### config.mk
export PLATFORM = sky130hd
export DESIGN_NAME = compensate2_seq_flat
export DESIGN_NICKNAME = d
export VERILOG_FILES = /design/src/rtl/compensate2_seq_if.sv /design/src/rtl/compensate2_seq.sv /design/src/flat_wrapper.sv
export SDC_FILE = /design/constraint.sdc
export NUM_CORES = 1
export LEC_CHECK = 0
export CAP_MARGIN = 0
export CORE_ASPECT_RATIO = 1.75
export CORE_UTILIZATION = 32
export DETAILED_ROUTE_END_ITERATION = 10
export SLEW_MARGIN = 10
export SYNTH_ARGS = -nofsm -noshare
export SYNTH_HDL_FRONTEND = slang
export SYNTH_SLANG_ARGS = --single-unit
### constraint.sdc
create_clock -name clk -period 7.4 [get_ports clk]
set_input_delay 0.74 -clock clk [delete_from_list [all_inputs] [get_ports clk]]
set_output_delay 0.74 -clock clk [all_outputs]
set_load 0.05 [all_outputs]
### src/rtl/compensate2_seq_if.sv
// Operand/result handshake bundle for compensate2_seq.
// The master side drives operands and accepts results; the slave side is the negator.
interface compensate2_seq_if #(
  parameter int WIDTH = 32
);
  logic             in_valid;
  logic             in_ready;
  logic [WIDTH-1:0] in_data;
  logic [1:0]       mode;
  logic             out_valid;
  logic             out_ready;
  logic [WIDTH-1:0] out_data;
  logic             out_ovf;

  modport master (
    output in_valid, in_data, mode, out_ready,
    input  in_ready, out_valid, out_data, out_ovf
  );

  modport slave (
    input  in_valid, in_data, mode, out_ready,
    output in_ready, out_valid, out_data, out_ovf
  );
endinterface

### src/rtl/compensate2_seq.sv
// Multi-cycle two's-complement unit: pass / negate / absolute value,
// CHUNK bits per cycle LSB first through a registered carry.
module compensate2_seq #(
  parameter int WIDTH = 32,
  parameter int CHUNK = 8
) (
  input  logic              clk,
  input  logic              rst_n,
  compensate2_seq_if.slave  bus
);
  localparam int N  = WIDTH / CHUNK;
  localparam int CW = (N > 1) ? $clog2(N) : 1;
  localparam logic [WIDTH-1:0] MOST_NEG = {1'b1, {(WIDTH-1){1'b0}}};

  if (WIDTH < 2 || (WIDTH % CHUNK) != 0) begin : g_bad_params
    $error("compensate2_seq: WIDTH must be >= 2 and a multiple of CHUNK");
  end

  typedef enum logic [1:0] {IDLE, BUSY, DONE} state_t;

  state_t           state;
  logic [WIDTH-1:0] opnd;
  logic [WIDTH-1:0] acc;
  logic [WIDTH-1:0] acc_next;
  logic [WIDTH-1:0] res;
  logic             neg;
  logic             carry;
  logic             ovf;
  logic             res_ovf;
  logic             in_ready_r;
  logic             out_valid_r;
  logic [CW-1:0]    cnt;
  logic [CHUNK-1:0] d;
  logic [CHUNK:0]   sum;
  logic             last;
  logic             neg_in;

  // Chunk mux/demux written as constant-index loops so every slice is static.
  always_comb begin
    d = '0;
    for (int unsigned i = 0; i < N; i++) begin
      if (cnt == CW'(i)) d = opnd[i*CHUNK +: CHUNK];
    end
    sum = {1'b0, (neg ? ~d : d)} + {{CHUNK{1'b0}}, carry};
    acc_next = acc;
    for (int unsigned i = 0; i < N; i++) begin
      if (cnt == CW'(i)) acc_next[i*CHUNK +: CHUNK] = sum[CHUNK-1:0];
    end
    last   = (cnt == CW'(N - 1));
    neg_in = (bus.mode == 2'b01) || ((bus.mode == 2'b10) && bus.in_data[WIDTH-1]);
  end

  always_ff @(posedge clk or negedge rst_n) begin
    if (!rst_n) begin
      state       <= IDLE;
      in_ready_r  <= 1'b1;
      out_valid_r <= 1'b0;
      res         <= '0;
      res_ovf     <= 1'b0;
      cnt         <= '0;
      carry       <= 1'b0;
      opnd        <= '0;
      acc         <= '0;
      neg         <= 1'b0;
      ovf         <= 1'b0;
    end else begin
      case (state)
        IDLE: begin
          if (bus.in_valid) begin
            opnd       <= bus.in_data;
            neg        <= neg_in;
            carry      <= neg_in;
            ovf        <= neg_in && (bus.in_data == MOST_NEG);
            cnt        <= '0;
            in_ready_r <= 1'b0;
            state      <= BUSY;
          end
        end
        BUSY: begin
          acc   <= acc_next;
          carry <= sum[CHUNK];
          cnt   <= cnt + 1'b1;
          // Result is published only on entry to DONE so out_data holds the previous value meanwhile.
          if (last) begin
            res         <= acc_next;
            res_ovf     <= ovf;
            out_valid_r <= 1'b1;
            state       <= DONE;
          end
        end
        DONE: begin
          if (bus.out_ready) begin
            out_valid_r <= 1'b0;
            in_ready_r  <= 1'b1;
            state       <= IDLE;
          end
        end
        default: state <= IDLE;
      endcase
    end
  end

  assign bus.in_ready  = in_ready_r;
  assign bus.out_valid = out_valid_r;
  assign bus.out_data  = res;
  assign bus.out_ovf   = res_ovf;
endmodule

### src/flat_wrapper.sv
// flat-port wrapper written by rule: the top's interface ports become plain ports
module compensate2_seq_flat 
#(
  parameter int WIDTH = 32,
  parameter int CHUNK = 8
)
  (clk, rst_n, bus_in_valid, bus_in_data, bus_mode, bus_out_ready, bus_in_ready, bus_out_valid, bus_out_data, bus_out_ovf);
  compensate2_seq_if #(.WIDTH(WIDTH)) bus_i ();
  input  logic clk;
  input  logic rst_n;
  input wire logic [$bits(bus_i.in_valid)-1:0] bus_in_valid;
  input wire logic [$bits(bus_i.in_data)-1:0] bus_in_data;
  input wire logic [$bits(bus_i.mode)-1:0] bus_mode;
  input wire logic [$bits(bus_i.out_ready)-1:0] bus_out_ready;
  output wire logic [$bits(bus_i.in_ready)-1:0] bus_in_ready;
  output wire logic [$bits(bus_i.out_valid)-1:0] bus_out_valid;
  output wire logic [$bits(bus_i.out_data)-1:0] bus_out_data;
  output wire logic [$bits(bus_i.out_ovf)-1:0] bus_out_ovf;
  assign bus_i.in_valid = bus_in_valid;
  assign bus_i.in_data = bus_in_data;
  assign bus_i.mode = bus_mode;
  assign bus_i.out_ready = bus_out_ready;
  assign bus_in_ready = bus_i.in_ready;
  assign bus_out_valid = bus_i.out_valid;
  assign bus_out_data = bus_i.out_data;
  assign bus_out_ovf = bus_i.out_ovf;
  compensate2_seq #(.WIDTH(WIDTH), .CHUNK(CHUNK)) u_core (.clk(clk), .rst_n(rst_n), .bus(bus_i));
endmodule
==> flow_metrics.env, run 1 <==
export IMPL_drt_first_pass_iters=7
export IMPL_finalHoldViolCount=0
export IMPL_place_gp_congestion=0.800
export IMPL_hp_class="in2async"
export IMPL_synth_ff_type="dfrtp_1"
export IMPL_clock_skew_ns=0.00686
export IMPL_start_kind="flop"
export IMPL_synth_seq_area_share=0.514
export IMPL_dieArea_um2=15400
export IMPL_criticalPathCategory="reg2reg"
export IMPL_internal_power_mw=1.65
export IMPL_p_switching_mw=1.41
export IMPL_grtUsageTotal=0.165
export IMPL_status="finished clean"
export IMPL_relSlewSlack=0.403
export IMPL_cp_end_kind="flop"
export IMPL_setup_violations=0
export IMPL_netlist_area_um2=4770
export IMPL_final_cells=707
export IMPL_r2r_end="u_core.acc[20]"
export IMPL_multi_input_area_um2=2180
export IMPL_postCtsSetupBuffers=0
export IMPL_power_density_nw_per_um2=516
export IMPL_cts_root_buffer="clkbuf_16"
export IMPL_h_tree_depth=3
export IMPL_fillerInstances=1395
export IMPL_grt_pass1_wl_um=19300
export IMPL_clockPowerShare=0.142
export IMPL_rrSetupSlack_ns=3.74
export IMPL_cts_buffers=9
export IMPL_met1_usage=0.184
export IMPL_worst_slew_pin_slew_ns=0.896
export IMPL_hpwl_um=8740
export IMPL_grt_antenna_before_repair=0
export IMPL_clock_fmax_ghz=0.273
export IMPL_path_clk_slew_ns=0.07
export IMPL_nets=566
export IMPL_overflow=0
export IMPL_final_cell_mix="dfrtp_1 (97), clkdlybuf4s50_1 (71), nand2_1 (69)"
export IMPL_peakVddDrop_mv=0.157
export IMPL_vias=3586
export IMPL_pwr_share_comb=0.546
export IMPL_vias_per_cell=5.07
export IMPL_synth_seq_cells=98
export IMPL_cts_buffer_depth=2
export IMPL_seq_area_um2=2450
export IMPL_fin_crit_ns=3.66
export IMPL_grt_max_degree=73
export IMPL_die_x_um=94.3
export IMPL_drt_iter0_drc=148
export IMPL_netSwitchingFraction=0.462
export IMPL_wl_per_cell_um=16.5
export IMPL_worstPathArrival_ns=3.86
export IMPL_diodes=0
export IMPL_grt_pass1_vias=3694
export IMPL_rsz0062_at_grt="false"
export IMPL_dp_cells=691
export IMPL_async_reset_ff_frac=1.00
export IMPL_drv_cap=0
export IMPL_num_rows=58
export IMPL_synth_nets=502
export IMPL_avgSynthCellArea_um2=10.4
export IMPL_hold_buffers=0
export IMPL_critical_path_max_fanout=19
export IMPL_drive_above_1_share=0.152
export IMPL_r2r_start="u_core.cnt[0]"
export IMPL_io_buffers=72
export IMPL_io_pins=73
export IMPL_critical_path_required_ns=7.61
export IMPL_start_util=0.331
export IMPL_synth_edff_count=0
export IMPL_ant_nets=0
export IMPL_drc=0
export IMPL_grt_use_met2=0.302
export IMPL_insertion_delay_ns=0.35
export IMPL_p_seq_frac=0.311
export IMPL_ys_warn_count=0
export IMPL_cts_sinks=98
export IMPL_design_core_area_um2=14400
export IMPL_cts_tree="yes"
export IMPL_min_period_over_period=0.494
export IMPL_r2r_worst_path_cells=15
export IMPL_top_usage_layer="met2"
export IMPL_die_h_um=164
export IMPL_timing_setup_tns_ns=0
export IMPL_syn_inst=458
export IMPL_areaGrowthSynthToFinish_pct=24.2
export IMPL_gr_usage_met3=0.0279
export IMPL_slew_viol_final=0
export IMPL_final_common_cell="dfrtp_1"
export IMPL_cts_resized=0
export IMPL_wirelength_um=11700
export IMPL_leakage_nw=2.41
export IMPL_synth_cell_types=55
export IMPL_fin_util=0.411
-- worst max-delay path: stages (launching register included) --
cell     delay (ns)
dfrtp_1        0.41
inv_1          0.12
ha_1           0.69
nand2_1        0.11
nor2_1         0.11
a21oi_1        0.05
nor2_1         0.10
a21oi_1        0.05
o21ai_0        0.20
xor2_1         0.23
ha_1           0.24
inv_1          0.13
o31a_1         0.32
o22ai_1        0.18
xor2_1         0.43
o21ai_1        0.14
-- state kept, by name, summed over array words and instances, names as in the netlist --
| register | flops |
|---|---|
| u_core.acc | 24 |
| u_core.bus.in_ready | 1 |
| u_core.bus.out_data | 32 |
| u_core.bus.out_ovf | 1 |
| u_core.bus.out_valid | 1 |
| u_core.carry | 1 |
| u_core.cnt | 2 |
| u_core.neg | 1 |
| u_core.opnd | 32 |
| u_core.ovf | 1 |
| u_core.state | 2 |
-- synthesized netlist by cell type, types with 4 or more instances --
master | count | area share
dfrtp_1 | 97 | 0.51
nand2_1 | 69 | 0.054
mux2_2 | 34 | 0.080
a21oi_1 | 32 | 0.034
nor2_1 | 30 | 0.024
o21ai_0 | 28 | 0.029
o21ai_1 | 22 | 0.023
clkbuf_1 | 17 | 0.013
mux2i_1 | 16 | 0.034
nor3b_1 | 13 | 0.020
nor4_1 | 10 | 0.013
xnor2_1 | 8 | 0.015
inv_1 | 7 | 0.0055
ha_1 | 6 | 0.016
nor2b_1 | 5 | 0.0066
xor2_1 | 5 | 0.0092
nand3b_1 | 4 | 0.0063
-- per-stage QoR --
stage	setup slack, ns	total power, mW	area [um^2]	hold slack [ns]
floorplan	4.39	2.16	4770	0.432
global placement	3.88	2.61	5660	0.457
detailed placement	3.73	2.65	5660	0.459
CTS	3.72	3.09	5930	0.309
global route	3.34	3.29	5930	0.322
finish	3.74	3.06	5930	0.299
-- cells by family after synthesis --
| logic type | count (synthesis) | synth area share |
|---|---|---|
| and+or+nand+nor | 150 | 0.155 |
| AOI/OAI and AO/OA | 107 | 0.144 |
| xor gates and xnor gates | 14 | 0.0273 |
| buffers and inverters | 33 | 0.0299 |
| adders and majority gates | 6 | 0.0157 |
| DFF | 98 | 0.514 |
| muxes | 50 | 0.114 |
-- power by group through the flow --
stage	registers [mW]	clock network (mW)	logic (mW)
floorplan	1.16	0	1.00
global placement	0.955	0	1.65
detailed placement	0.966	0	1.69
CTS	0.956	0.445	1.69
global route	0.988	0.467	1.83
finish	0.952	0.436	1.67
-- worst max-delay path by stage --
| stage | startpoint | end | slack, ns | cells past startpoint |
|---|---|---|---|---|
| 2_1_floorplan | u_core.cnt[0] | u_core.acc[20] | 4.39 | 13 |
| 3_3_place_gp | u_core.cnt[0] | u_core.acc[22] | 3.88 | 15 |
| 3_5_place_dp | u_core.cnt[0] | u_core.acc[20] | 3.73 | 15 |
| 4_1_cts | u_core.cnt[0] | u_core.acc[20] | 3.72 | 15 |
| 5_1_grt | u_core.cnt[0] | u_core.bus.out_data[20] | 3.34 | 15 |
| 6_report | u_core.cnt[0] | u_core.acc[20] | 3.74 | 15 |
-- metal layers --
| metal | up-vias | routed length, um |
|---|---|---|
| li1 | 1744 | - |
| met3 | 20 | 356 |
| met2 | 70 | 6440 |
| met1 | 1752 | 4570 |
| met4 | 0 | 325 |
| met5 | - | 0 |
-- cell type report --
cell class,count,area share
tap,180,0.0380
sequential,98,0.414
multi-input combinational,327,0.368
clock buffer,12,0.0416
clock inverter,4,0.00464
timing repair buffer,78,0.129
inverter,8,0.00506
Power figures use the tool's default switching activity.
==> run 2: changes to the inputs <==
clock period = 3.8 ns   (was 7.4 ns; I/O delays follow)
==> run 2 against run 1 <==
  * Sequential power grew 95%
  * Core utilization grew 0.29 points
  * Global-route usage shrank 0.61 points
  * Die area is the same
  * Critical endpoint is now u_core.bus.out_data[20]
==> flow_metrics.env, run 2 (synthesis gave the netlist of run 1 again) <==
export IMPL_max_stage_delay_ns=0.43
export IMPL_final_cell_mix="dfrtp_1 (97), clkdlybuf4s50_1 (71), nand2_1 (69)"
export IMPL_drv_cap=0
export IMPL_fin_util=0.414
export IMPL_grt_pass1_wl_um=18700
export IMPL_diodes=0
export IMPL_overflow=0
export IMPL_rrSetupSlack_ns=0.64
export IMPL_grt_max_degree=51
export IMPL_clock_fmax_ghz=0.317
export IMPL_seq_area_um2=2450
export IMPL_vias=3571
export IMPL_hold_buffers=1
export IMPL_leakage_nw=2.44
export IMPL_cts_sinks=98
export IMPL_ant_nets=0
export IMPL_path_clk_slew_ns=0.07
export IMPL_cts_buffer_depth=2
export IMPL_place_gp_congestion=0.836
export IMPL_hpwl_um=8920
export IMPL_wl_per_cell_um=16.4
export IMPL_min_period_over_period=0.831
export IMPL_wirelength_um=11600
export IMPL_crit_slowest_cell="xor2_1"
export IMPL_cp_end_kind="flop"
export IMPL_areaGrowthSynthToFinish_pct=25.1
export IMPL_timing_setup_tns_ns=0
export IMPL_clock_skew_ns=0.00767
export IMPL_slew_viol_final=0
export IMPL_nets=570
export IMPL_hp_class="reg2reg"
export IMPL_vias_per_cell=5.02
export IMPL_die_x_um=94.3
export IMPL_wl_met2_um=6340
export IMPL_io_pins=73
export IMPL_drt_first_pass_iters=4
export IMPL_final_common_cell="dfrtp_1"
export IMPL_start_kind="flop"
export IMPL_grtUsageTotal=0.159
export IMPL_h_tree_depth=3
export IMPL_design_core_area_um2=14400
export IMPL_critical_path_max_fanout=9
export IMPL_hold_slack_ns=0.474
export IMPL_finalHoldViolCount=0
export IMPL_worst_slew_pin_slew_ns=0.731
export IMPL_drc=0
export IMPL_crit_chain="inv_1, ha_1, buf_4, nor2_1, a21oi_1, o21ai_0, xor2_1, ha_1, inv_1, o31a_1, o22ai_1, xor2_1, o21ai_1"
export IMPL_die_h_um=164
export IMPL_criticalPathCategory="reg2reg"
export IMPL_insertion_delay_ns=0.34
export IMPL_multi_input_area_um2=2180
export IMPL_top_layer="met4"
export IMPL_relSlewSlack=0.509
export IMPL_grt_antenna_before_repair=0
export IMPL_hold_path_cell_count=2
export IMPL_drt_iter0_drc=176
export IMPL_setup_violations=0
export IMPL_drive_above_1_share=0.156
export IMPL_cts_buffers=9
export IMPL_postCtsSetupBuffers=0
export IMPL_status="finished clean"
export IMPL_dieArea_um2=15400
export IMPL_cts_resized=0
export IMPL_fin_crit_ns=3.16
export IMPL_grt_pass1_vias=3654
export IMPL_start_util=0.331
export IMPL_io_buffers=72
export IMPL_critical_path_required_ns=4.01
export IMPL_worstPathArrival_ns=3.36
export IMPL_rsz0062_at_grt="false"
export IMPL_power_density_nw_per_um2=1010
export IMPL_cts_root_buffer="clkbuf_16"
export IMPL_met1_length_um=4600
export IMPL_num_rows=58
export IMPL_peakVddDrop_mv=0.393
export IMPL_fillerInstances=1405
export IMPL_r2r_worst_path_cells=13
export IMPL_cts_tree="yes"
export IMPL_routed_wl_met3_um=327
==> run 2: critical path: cells and delay by family, from the launching register on <==
kind / cells / cell delay [ns]
compound gates: 5 / 0.81
xor+xnor: 2 / 0.65
fa+ha+maj: 2 / 0.64
buf+inv: 3 / 0.48
flops: 1 / 0.41
simple gates: 1 / 0.06
==> run 2: layer usage <==
metal,GRT usage,vias up
met5,0,-
met4,0.0678,0
met3,0.0209,21
met2,0.293,78
met1,0.178,1726
li1,-,1746
==> run 2: final timing paths <==
kind,from,to
min in group asynchronous,rst_n,u_core.bus.out_data[29]
max reg2reg,u_core.cnt[0],u_core.bus.out_data[20]
max in group asynchronous,rst_n,u_core.bus.in_ready
max,u_core.cnt[0],u_core.bus.out_data[20]
min,u_core.ovf,u_core.bus.out_ovf
min reg2reg,u_core.ovf,u_core.bus.out_ovf
==> run 2: where the power goes <==
part	internal [mW]	switching (mW)	total, mW
combinational	1.22	2.06	3.28
sequential	1.53	0.328	1.86
clock	0.483	0.379	0.862
==> run 2: stage by stage <==
step,total power [mW],setup slack [ns],cells,cell area [um^2]
after CTS,6.06,0.612,711,5970
after floorplan,4.21,0.787,458,4770
after detailed placement,5.19,0.636,694,5680
after global placement,5.11,0.749,694,5680
after global routing,6.40,0.333,711,5970
final,6.00,0.643,711,5970
==> run 2: layout make-up <==
cell class | instances | share of cell area
Sequential cell | 98 | 0.411
Multi-Input combinational cell | 327 | 0.366
Timing Repair Buffer | 82 | 0.133
Clock buffer | 13 | 0.0436
Tap cell | 180 | 0.0377
Inverter | 8 | 0.00503
Clock inverter | 3 | 0.00377
